**config.mk**
```make
export PLATFORM = sky130hd
export DESIGN_NAME = fetch_sequencer_flat
export DESIGN_NICKNAME = d
export VERILOG_FILES = /design/src/rtl/fetch_pkg.sv /design/src/rtl/fetch_sequencer_if.sv /design/src/rtl/fetch_out_buf.sv /design/src/rtl/fetch_sequencer.sv /design/src/flat_wrapper.sv
export SDC_FILE = /design/constraint.sdc
export NUM_CORES = 1
export LEC_CHECK = 0
export CAP_MARGIN = 20
export CORE_MARGIN = 2
export CORE_UTILIZATION = 52
export CTS_BUF_LIST = sky130_fd_sc_hd__clkbuf_4
export DETAILED_ROUTE_END_ITERATION = 7
export GPL_ROUTABILITY_DRIVEN = 0
export PLACE_DENSITY = 0.83
export SLEW_MARGIN = 30
export SYNTH_ARGS = -nofsm -noshare
export SYNTH_HDL_FRONTEND = slang
export SYNTH_HIERARCHICAL = 1
export SYNTH_SLANG_ARGS = --single-unit
```
**constraint.sdc**
```tcl
create_clock -name clk -period 3.5 [get_ports clk]
set_input_delay 0.7 -clock clk [delete_from_list [all_inputs] [get_ports clk]]
set_output_delay 0.7 -clock clk [all_outputs]
set_load 0.005 [all_outputs]
```
**src/rtl/fetch_pkg.sv**
```systemverilog
`default_nettype none
// ============================================================================
// Module      : fetch_pkg
// Description : Shared types and default widths for the instruction fetch
//               sequencer (state encoding, bus widths, reset PC).
// Revision    : 1.0 - initial release
// ============================================================================
package fetch_pkg;

    localparam int ADDR_W_DEFAULT = 32;
    localparam int DATA_W_DEFAULT = 32;

    localparam logic [ADDR_W_DEFAULT-1:0] RESET_PC_DEFAULT = '0;

    // IDLE is a one-cycle settle state after reset; DRAIN waits out a
    // wrong-path request that the memory has not yet acknowledged.
    typedef enum logic [1:0] {
        IDLE  = 2'd0,
        FETCH = 2'd1,
        DRAIN = 2'd2
    } fetch_state_t;

endpackage
`default_nettype wire

```
**src/rtl/fetch_sequencer_if.sv**
```systemverilog
`default_nettype none
// ============================================================================
// Module      : fetch_sequencer_if
// Description : Redirect, instruction-memory and decode-side signals of the
//               fetch sequencer. master = sequencer view, slave = environment.
// Revision    : 1.0 - initial release
// ============================================================================
interface fetch_sequencer_if
    import fetch_pkg::*;
#(
    parameter int ADDR_W = ADDR_W_DEFAULT,
    parameter int DATA_W = DATA_W_DEFAULT
) ();

    // redirect from execute
    logic              redirect_valid;
    logic [ADDR_W-1:0] redirect_pc;

    // instruction memory
    logic              imem_req;
    logic [ADDR_W-1:0] imem_addr;
    logic              imem_ack;
    logic [DATA_W-1:0] imem_rdata;

    // decode
    logic              if_valid;
    logic [DATA_W-1:0] if_instr;
    logic [ADDR_W-1:0] if_pc;
    logic              if_ready;

    modport master (
        input  redirect_valid, redirect_pc,
        input  imem_ack, imem_rdata,
        input  if_ready,
        output imem_req, imem_addr,
        output if_valid, if_instr, if_pc
    );

    modport slave (
        output redirect_valid, redirect_pc,
        output imem_ack, imem_rdata,
        output if_ready,
        input  imem_req, imem_addr,
        input  if_valid, if_instr, if_pc
    );

endinterface
`default_nettype wire

```
**src/rtl/fetch_out_buf.sv**
```systemverilog
`default_nettype none
// ============================================================================
// Module      : fetch_out_buf
// Description : One-entry valid/ready holding register for {instr, pc}
//               between fetch and decode. Flush beats load beats consume.
// Revision    : 1.0 - initial release
// ============================================================================
module fetch_out_buf
    import fetch_pkg::*;
#(
    parameter int ADDR_W = ADDR_W_DEFAULT,
    parameter int DATA_W = DATA_W_DEFAULT
) (
    input  logic              clk,
    input  logic              rst,
    input  logic              load_i,
    input  logic              consume_i,
    input  logic              flush_i,
    input  logic [DATA_W-1:0] instr_i,
    input  logic [ADDR_W-1:0] pc_i,
    output logic              valid_o,
    output logic [DATA_W-1:0] instr_o,
    output logic [ADDR_W-1:0] pc_o
);

    logic              valid_q;
    logic [DATA_W-1:0] instr_q;
    logic [ADDR_W-1:0] pc_q;

    // A load may coincide with a consume (back-to-back stream); a flush
    // only clears the valid flag, the payload is don't-care afterwards.
    always_ff @(posedge clk or posedge rst) begin
        if (rst) begin
            valid_q <= 1'b0;
            instr_q <= '0;
            pc_q    <= '0;
        end else if (flush_i) begin
            valid_q <= 1'b0;
        end else if (load_i) begin
            valid_q <= 1'b1;
            instr_q <= instr_i;
            pc_q    <= pc_i;
        end else if (consume_i) begin
            valid_q <= 1'b0;
        end
    end

    assign valid_o = valid_q;
    assign instr_o = instr_q;
    assign pc_o    = pc_q;

endmodule
`default_nettype wire

```
**src/rtl/fetch_sequencer.sv**
```systemverilog
`default_nettype none
// ============================================================================
// Module      : fetch_sequencer
// Description : Owns the PC, issues one word fetch at a time over req/ack,
//               buffers returned instructions toward decode and applies
//               branch redirects, draining any wrong-path request in flight.
// Revision    : 1.0 - initial release
// ============================================================================
module fetch_sequencer
    import fetch_pkg::*;
#(
    parameter int                ADDR_W   = ADDR_W_DEFAULT,
    parameter int                DATA_W   = DATA_W_DEFAULT,
    parameter logic [ADDR_W-1:0] RESET_PC = ADDR_W'(RESET_PC_DEFAULT)
) (
    input  logic               clk,
    input  logic               rst,
    fetch_sequencer_if.master  bus
);

    localparam logic [ADDR_W-1:0] c_pc_step = ADDR_W'(1);

    fetch_state_t      state_q;
    logic [ADDR_W-1:0] pc_q;        // address being fetched (stale one in DRAIN)
    logic [ADDR_W-1:0] pend_pc_q;   // redirect target to resume at after DRAIN
    logic              pending_q;   // request issued and not yet acknowledged

    logic              w_req;
    logic              w_ack;
    logic              w_load;
    logic              w_consume;
    logic              w_flush;
    logic              w_buf_valid;
    logic [DATA_W-1:0] w_buf_instr;
    logic [ADDR_W-1:0] w_buf_pc;

    // Request is open while an earlier one waits, or while the buffer is
    // empty or being drained this cycle; DRAIN must keep the old request up.
    always_comb begin
        w_req = 1'b0;
        case (state_q)
            FETCH:   w_req = pending_q || !w_buf_valid || bus.if_ready;
            DRAIN:   w_req = 1'b1;
            default: w_req = 1'b0;
        endcase
    end

    // An ack only means something while a request is actually presented.
    assign w_ack     = w_req && bus.imem_ack;
    assign w_load    = (state_q == FETCH) && w_ack && !bus.redirect_valid;
    assign w_consume = w_buf_valid && bus.if_ready;
    assign w_flush   = bus.redirect_valid;

    // Fetch control: PC advance, handshake tracking and redirect handling.
    always_ff @(posedge clk or posedge rst) begin
        if (rst) begin
            state_q   <= IDLE;
            pc_q      <= RESET_PC;
            pend_pc_q <= RESET_PC;
            pending_q <= 1'b0;
        end else begin
            case (state_q)
                IDLE: begin
                    state_q <= FETCH;
                    if (bus.redirect_valid) begin
                        pc_q <= bus.redirect_pc;
                    end
                end
                FETCH: begin
                    if (bus.redirect_valid && w_req && !w_ack) begin
                        // memory holds a wrong-path request: wait it out
                        state_q   <= DRAIN;
                        pend_pc_q <= bus.redirect_pc;
                        pending_q <= 1'b1;
                    end else if (bus.redirect_valid) begin
                        pc_q      <= bus.redirect_pc;
                        pending_q <= 1'b0;
                    end else if (w_ack) begin
                        pc_q      <= pc_q + c_pc_step;
                        pending_q <= 1'b0;
                    end else if (w_req) begin
                        pending_q <= 1'b1;
                    end
                end
                DRAIN: begin
                    if (w_ack) begin
                        state_q   <= FETCH;
                        pending_q <= 1'b0;
                        pc_q      <= bus.redirect_valid ? bus.redirect_pc : pend_pc_q;
                    end else begin
                        pending_q <= 1'b1;
                        if (bus.redirect_valid) begin
                            pend_pc_q <= bus.redirect_pc;
                        end
                    end
                end
                default: begin
                    state_q <= IDLE;
                end
            endcase
        end
    end

    fetch_out_buf #(
        .ADDR_W (ADDR_W),
        .DATA_W (DATA_W)
    ) u_out_buf (
        .clk       (clk),
        .rst       (rst),
        .load_i    (w_load),
        .consume_i (w_consume),
        .flush_i   (w_flush),
        .instr_i   (bus.imem_rdata),
        .pc_i      (pc_q),
        .valid_o   (w_buf_valid),
        .instr_o   (w_buf_instr),
        .pc_o      (w_buf_pc)
    );

    assign bus.imem_req  = w_req;
    assign bus.imem_addr = pc_q;
    assign bus.if_valid  = w_buf_valid;
    assign bus.if_instr  = w_buf_instr;
    assign bus.if_pc     = w_buf_pc;

endmodule
`default_nettype wire

```
**src/flat_wrapper.sv**
```systemverilog
// flat-port wrapper written by rule: the top's interface ports become plain ports
module fetch_sequencer_flat import fetch_pkg::*;
#(
    parameter int                ADDR_W   = ADDR_W_DEFAULT,
    parameter int                DATA_W   = DATA_W_DEFAULT,
    parameter logic [ADDR_W-1:0] RESET_PC = ADDR_W'(RESET_PC_DEFAULT)
)
  (clk, rst, bus_redirect_valid, bus_redirect_pc, bus_imem_ack, bus_imem_rdata, bus_if_ready, bus_imem_req, bus_imem_addr, bus_if_valid, bus_if_instr, bus_if_pc);
  fetch_sequencer_if #(.ADDR_W(ADDR_W), .DATA_W(DATA_W)) bus_i ();
  input  logic clk;
  input  logic rst;
  input wire logic [$bits(bus_i.redirect_valid)-1:0] bus_redirect_valid;
  input wire logic [$bits(bus_i.redirect_pc)-1:0] bus_redirect_pc;
  input wire logic [$bits(bus_i.imem_ack)-1:0] bus_imem_ack;
  input wire logic [$bits(bus_i.imem_rdata)-1:0] bus_imem_rdata;
  input wire logic [$bits(bus_i.if_ready)-1:0] bus_if_ready;
  output wire logic [$bits(bus_i.imem_req)-1:0] bus_imem_req;
  output wire logic [$bits(bus_i.imem_addr)-1:0] bus_imem_addr;
  output wire logic [$bits(bus_i.if_valid)-1:0] bus_if_valid;
  output wire logic [$bits(bus_i.if_instr)-1:0] bus_if_instr;
  output wire logic [$bits(bus_i.if_pc)-1:0] bus_if_pc;
  assign bus_i.redirect_valid = bus_redirect_valid;
  assign bus_i.redirect_pc = bus_redirect_pc;
  assign bus_i.imem_ack = bus_imem_ack;
  assign bus_i.imem_rdata = bus_imem_rdata;
  assign bus_i.if_ready = bus_if_ready;
  assign bus_imem_req = bus_i.imem_req;
  assign bus_imem_addr = bus_i.imem_addr;
  assign bus_if_valid = bus_i.if_valid;
  assign bus_if_instr = bus_i.if_instr;
  assign bus_if_pc = bus_i.if_pc;
  fetch_sequencer #(.ADDR_W(ADDR_W), .DATA_W(DATA_W), .RESET_PC(RESET_PC)) u_core (.clk(clk), .rst(rst), .bus(bus_i));
endmodule
```
After elaboration in Yosys (flattened, before gate mapping)
Index checks and enable logic that the tools add are counted.
- output and inout bits: 98
- word-level logic and storage cells: 61
- register bits after elaboration: 132
- input port bits: 69
- muxes and demuxes: 23
- $add $sub $neg: 1
- bitwise gates (word level): 1
- reduce and logical (&&, ||, !) cells: 20
- eq/ne operators: 9
- operators by type and width (kind ; count):
    $mux 32 ; 8
    $pmux 32 s3 ; 1
    $pmux 32 s2 ; 1
    $add 32x1->32 const B ; 1
    $mux 1 ; 8
    $ne 2x2->1 const B ; 4
    $logic_and 1x1->1 ; 6
    $pmux 2 s3 ; 1
    $reduce_and 2->1 ; 3
    $reduce_bool 3->1 ; 2
    $ne 5x3->1 const B ; 1
    $reduce_and 5->1 ; 1
    $mux 2 ; 2
    $pmux 1 s2 ; 2
    $logic_not 1->1 ; 3
    $ne 3x2->1 const B ; 1
    $reduce_and 3->1 ; 1
    $eq 2x1->1 const B ; 1
    $eq 2x2->1 const B ; 1
    $logic_not 2->1 ; 1
    $logic_or 1x1->1 ; 2
    $ne 2x1->1 const B ; 1
    $reduce_bool 2->1 ; 1
    $not 1->1 ; 1

Longest topological paths before layout
- depth after elaboration: 9
- gate-level depth with buffers: 10
- mapped depth without buffers: 8

By module
Netlist, hierarchy kept.
- by module, submodules not included (module ; area each (sq um) ; cells an instance ; seq. area each (sq um) ; times used):
    fetch_sequencer ; 4262.8 ; 464 ; 1676.6 ; 1
    fetch_out_buf ; 2745.1 ; 141 ; 1626.6 ; 1

Worst setup path after synthesis
OpenSTA, ideal clock, no wires.
- kind: register -> register
- start point: reg u_core.state_q[1]
- end point: reg u_core.u_out_buf.instr_q[0] (netlist: u_core/u_out_buf/instr_o[0])
- data required time: 3375 ps
- setup time: 125 ps
- setup slack: 989 ps
- period minus slack after synthesis: 2511 ps
- arrival time: 2386 ps
- stages on the path, launching flop included: 11
- buffers on the path: 4
- cells stage by stage: dfrtp_1 > inv_1 > ha_1 > clkbuf_1 > nor2b_1 > clkbuf_1 > and3_1 > nor2b_4 > buf_12 > buf_12 > mux2_4
- longest elaborated chain between the ends: 6
- elaborated cells on any way between the ends: 7
- classes of those cells: eq/ne: 2; mux: 1; reduce/logical: 4
- RTL lines (what ; line ; text):
    from (decl) ; fetch_sequencer.sv:23 ; fetch_state_t state_q;
    from (signal assigned) ; fetch_sequencer.sv:57 ; state_q <= IDLE;
    from (signal assigned) ; fetch_sequencer.sv:64 ; state_q <= FETCH;
    from (signal assigned) ; fetch_sequencer.sv:72 ; state_q <= DRAIN;
    $eq 2x2->1 or $eq 2x1->1 (tied branches) ; fetch_sequencer.sv:41, fetch_sequencer.sv:50 ;
    $pmux 1 s2 ; fetch_sequencer.sv:41 ; case (state_q)
    $logic_and 1x1->1 ; fetch_sequencer.sv:49 ; assign w_ack = w_req && bus.imem_ack;
    $logic_and 1x1->1 * (2 in a row) ; fetch_sequencer.sv:50 ; assign w_load = (state_q == FETCH) && w_ack && !bus.redirect_valid;
    named net u_core.w_load ; fetch_sequencer.sv:30 ; logic w_load;
    $reduce_and 2->1 (no source line) * ; n/a ;
    to (signal assigned) ; fetch_out_buf.sv:41 ; instr_q <= instr_i;
    to (decl) ; fetch_out_buf.sv:27 ; logic [DATA_W-1:0] instr_q;
Mark *: on every way through the listed nets, which the timed path passes. The rest lies on a longest branch.
A chain may end at the register's enable or synchronous reset.

Worst setup path in the final report
- start point: reg u_core.state_q[1]
- end point: out bus_imem_req
- longest elaborated chain between the ends: 2
- elaborated cells on any way between the ends: 3
- classes of those cells: eq/ne: 2; mux: 1
- RTL lines (what ; line ; text):
    $eq 2x2->1 or $eq 2x1->1 (tied branches) ; fetch_sequencer.sv:41 ;
    $pmux 1 s2 * ; fetch_sequencer.sv:41 ;
    to (decl) ; flat_wrapper.sv:17 ; output wire logic [$bits(bus_i.imem_req)-1:0] bus_imem_req;
Every way passes the cells marked *; elsewhere a longest branch is shown, timed or not.

==> flow_summary.ini <==
[status]
status = finished clean

[sta]
finalCriticalPeriod_ns = 3.09
hold-worst-slack_ns = 0.518
rsz0062_at_grt = no
fin_crit_sh = 0.883
relSlewSlack = 0.426
timing.fmax_mhz = 324
setup_viol = 0
worstMarginPinSlew_ns = 0.860
maxSlewViolCount = 0
tns_ns = 0
hold_viol = 0
final.setup_skew_ns = 0.0208

[global_routing]
antenna_found_initial = 1
grtUsageTotal = 0.274
grt_pass1_wl_um = 30800
grt_pass1_vias = 5883
grt_max_degree = 65
overflow = 0

[layout]
fillCellCount = 977
areaGrowthSynthToFinish_pct = 29.7
fin_util = 0.689
final_nets = 842
final_common_cell = clkdlybuf4s50_1
fin_area_sq_um = 9090
final_layout_size_suffix_gt1_frac = 0.216
final_cell_mix = 166 x clkdlybuf4s50_1, 132 x dfrtp_1, 70 x o21ai_0
finalNonFillerCells = 958

[yosys]
ys_seq_elements = 132
synth_area_sq_um = 7010
synth_edf_count = 0
yosysWarnings = 6
avgSynthCellArea_sq_um = 11.6
synth.distinct_cells = 64
async_reset_ff_frac = 1.00
yosysSeqAreaShare = 0.471
synth_nets = 679
synthCells = 605
synthFlopType = dfrtp_1

[worst_hold_path]
hp-class = flip-flop to flip-flop

[pwr]
power_density_nw_per_um2 = 859
intPower_uw = 4930
power.switching_uw = 2880
p_clk_frac = 0.146
switching_share = 0.369
vdd_ir_drop_max_uv = 571
comb_power_share = 0.483
power_frac_seq = 0.371
static-leakage-power_uw = 0.00383

[clock_tree]
path_clk_slew_ns = 0.11
clkLatencyLatePin_ns = 0.55
cts.hold.buffers_added = 0
cts_sinks = 132
clockBufferDepth = 2
cts_max_level = 4
postCtsSetupRepairBufs = 0
cts.repair.resized = 0
cts-buffers-inserted = 17
tritoncts = built
clockRootBuffer = clkbuf_4

[route]
route.vias.total = 5823
drc_errors = 0
viasPerCell = 6.08
first_iter_violations = 855
first_pass_iters = 7
route.detailed.wl_per_inst_um = 20.2
finalWirelength_um = 19400
ant_nets = 0

[placed_design]
placedCellCount = 925
placed_area_sq_um = 8760
hpwl_um = 13500
io_buffers = 166

[setup_path]
r2r_end = u_core/u_out_buf/pc_o[23]$_DFFE_PP0P_
worst_setup_path_start_kind = flip-flop
criticalPathCategory = flip-flop to primary output
crit_end = bus_imem_req
critical_path_required_ns = 2.80
crit_start = u_core/state_q[1]$_DFFE_PP0P_
crit_arrival_ns = 2.39
rrSetupSlack_ns = 0.85
critical_path.max_fanout = 21
endpoint_kind = primary output
r2r_cells = 9
r2r-start = u_core/state_q[1]$_DFFE_PP0P_

[floorplan]
rows = 42
die_w_um = 120
coreArea_sq_um = 13200
die_area_sq_um = 14400
initial_utilization = 0.531
die_h_um = 120
ios = 167

[job]
max_cap_violations = 0
[worst min path at each step]
stage / cells after the start / endpoint / slack, ns / startpoint
CTS: 1 / u_core/pend_pc_q[7]$_DFFE_PP0P_ / 0.52 / u_core/pend_pc_q[7]$_DFFE_PP0P_
global placement: 1 / u_core/pend_pc_q[17]$_DFFE_PP0P_ / 0.49 / u_core/pend_pc_q[17]$_DFFE_PP0P_
detailed placement: 1 / u_core/u_out_buf/instr_o[24]$_DFFE_PP0P_ / 0.49 / u_core/u_out_buf/instr_o[24]$_DFFE_PP0P_
finish: 1 / u_core/u_out_buf/pc_o[22]$_DFFE_PP0P_ / 0.52 / u_core/u_out_buf/pc_o[22]$_DFFE_PP0P_
global route: 1 / u_core/u_out_buf/instr_o[11]$_DFFE_PP0P_ / 0.53 / u_core/u_out_buf/instr_o[11]$_DFFE_PP0P_
floorplan: 1 / u_core/pend_pc_q[3]$_DFFE_PP0P_ / 0.48 / u_core/pend_pc_q[3]$_DFFE_PP0P_
[state kept, by name (all words and copies together) (netlist names)]
register                  flops
u_core/state_q                2
u_core/u_out_buf/valid_o      1
u_core/u_out_buf/instr_o     32
u_core/u_out_buf/pc_o        32
u_core/bus.imem_addr         32
u_core/pending_q              1
u_core/pend_pc_q             32
[critical path: stages (launching register included)]
cell and delay, ns:
dfrtp_1 0.43, inv_1 0.10, ha_1 0.15, buf_4 0.25
o21ai_1 0.16, nor2_2 0.21, clkdlybuf4s50_1 0.55
[layer usage]
layer / routed length, um / global-route usage / up-vias / share of wire
met2: 9400 / 0.442 / 354 / 0.49
met1: 7730 / 0.356 / 2819 / 0.40
met5: 0 / 0 / - / 0
met4: 566 / 0.126 / 0 / 0.029
met3: 1680 / 0.0575 / 56 / 0.087
li1: - / - / 2594 / -
[cells in the mapped netlist, types with 4 or more instances]
| cell type | number | area, sq um |
|---|---|---|
| a22o_1 | 10 | 87.6 |
| nor3_1 | 8 | 40.0 |
| mux2i_1 | 6 | 60.1 |
| inv_1 | 13 | 48.8 |
| a21oi_1 | 25 | 125 |
| nor2_1 | 23 | 86.3 |
| o22ai_1 | 6 | 37.5 |
| buf_12 | 7 | 140 |
| a221oi_1 | 4 | 35.0 |
| nand3_1 | 12 | 60.1 |
| o21ai_0 | 70 | 350 |
| clkbuf_1 | 20 | 75.1 |
| mux2_2 | 44 | 495 |
| nand4_1 | 4 | 25.0 |
| and4_1 | 5 | 43.8 |
| ha_1 | 5 | 62.6 |
| o31ai_1 | 6 | 45.0 |
| mux2_4 | 60 | 901 |
| nand2_1 | 33 | 124 |
| a31oi_1 | 13 | 81.3 |
| buf_2 | 11 | 55.1 |
| dfrtp_1 | 132 | 3300 |
| a221o_1 | 8 | 80.1 |
| o21ai_1 | 9 | 45.0 |
| a22oi_1 | 9 | 67.6 |
| a222oi_1 | 4 | 40.0 |
| and3_1 | 5 | 31.3 |
[through the flow]
stage	total power (uW)	setup WS [ns]
2_1_floorplan	4860	0.989
3_3_place_gp	6440	0.590
3_5_place_dp	6630	0.537
4_1_cts	7800	0.396
5_1_grt	8280	0.258
6_report	7810	0.410
[power groups by stage]
| stage | logic (uW) | clock network, uW | registers, uW |
|---|---|---|---|
| 5_1_grt | 4060 | 1240 | 2980 |
| 3_5_place_dp | 3710 | 0 | 2920 |
| 3_3_place_gp | 3590 | 0 | 2850 |
| 6_report | 3770 | 1140 | 2890 |
| 4_1_cts | 3740 | 1170 | 2880 |
| 2_1_floorplan | 2090 | 0 | 2760 |
[layout make-up]
type	instances	area [sq um]	area share
diodes	1	2.50	0.000275
clock buffers	18	135	0.0149
clock inverters	14	186	0.0205
inverters	13	48.8	0.00537
multi-input cells	419	3370	0.371
flip-flops and latches	132	3300	0.364
well taps	176	220	0.0242
repair buffers	185	1820	0.200
[kinds of logic (layout without fill, tap and decap cells)]
| logic type | Yosys count | count (layout) | synth area share |
|---|---|---|---|
| AOI/OAI and AO/OA | 184 | 184 | 0.167 |
| xor gates and xnor gates | 6 | 6 | 0.00750 |
| adders and majority gates | 5 | 5 | 0.00893 |
| buffers and inverters | 54 | 230 | 0.0482 |
| DFF | 132 | 132 | 0.471 |
| muxes | 110 | 110 | 0.208 |
| other | 0 | 1 | 0 |
| and+or+nand+nor | 114 | 114 | 0.0891 |
Note: power is estimated with default switching activity, not from simulation.
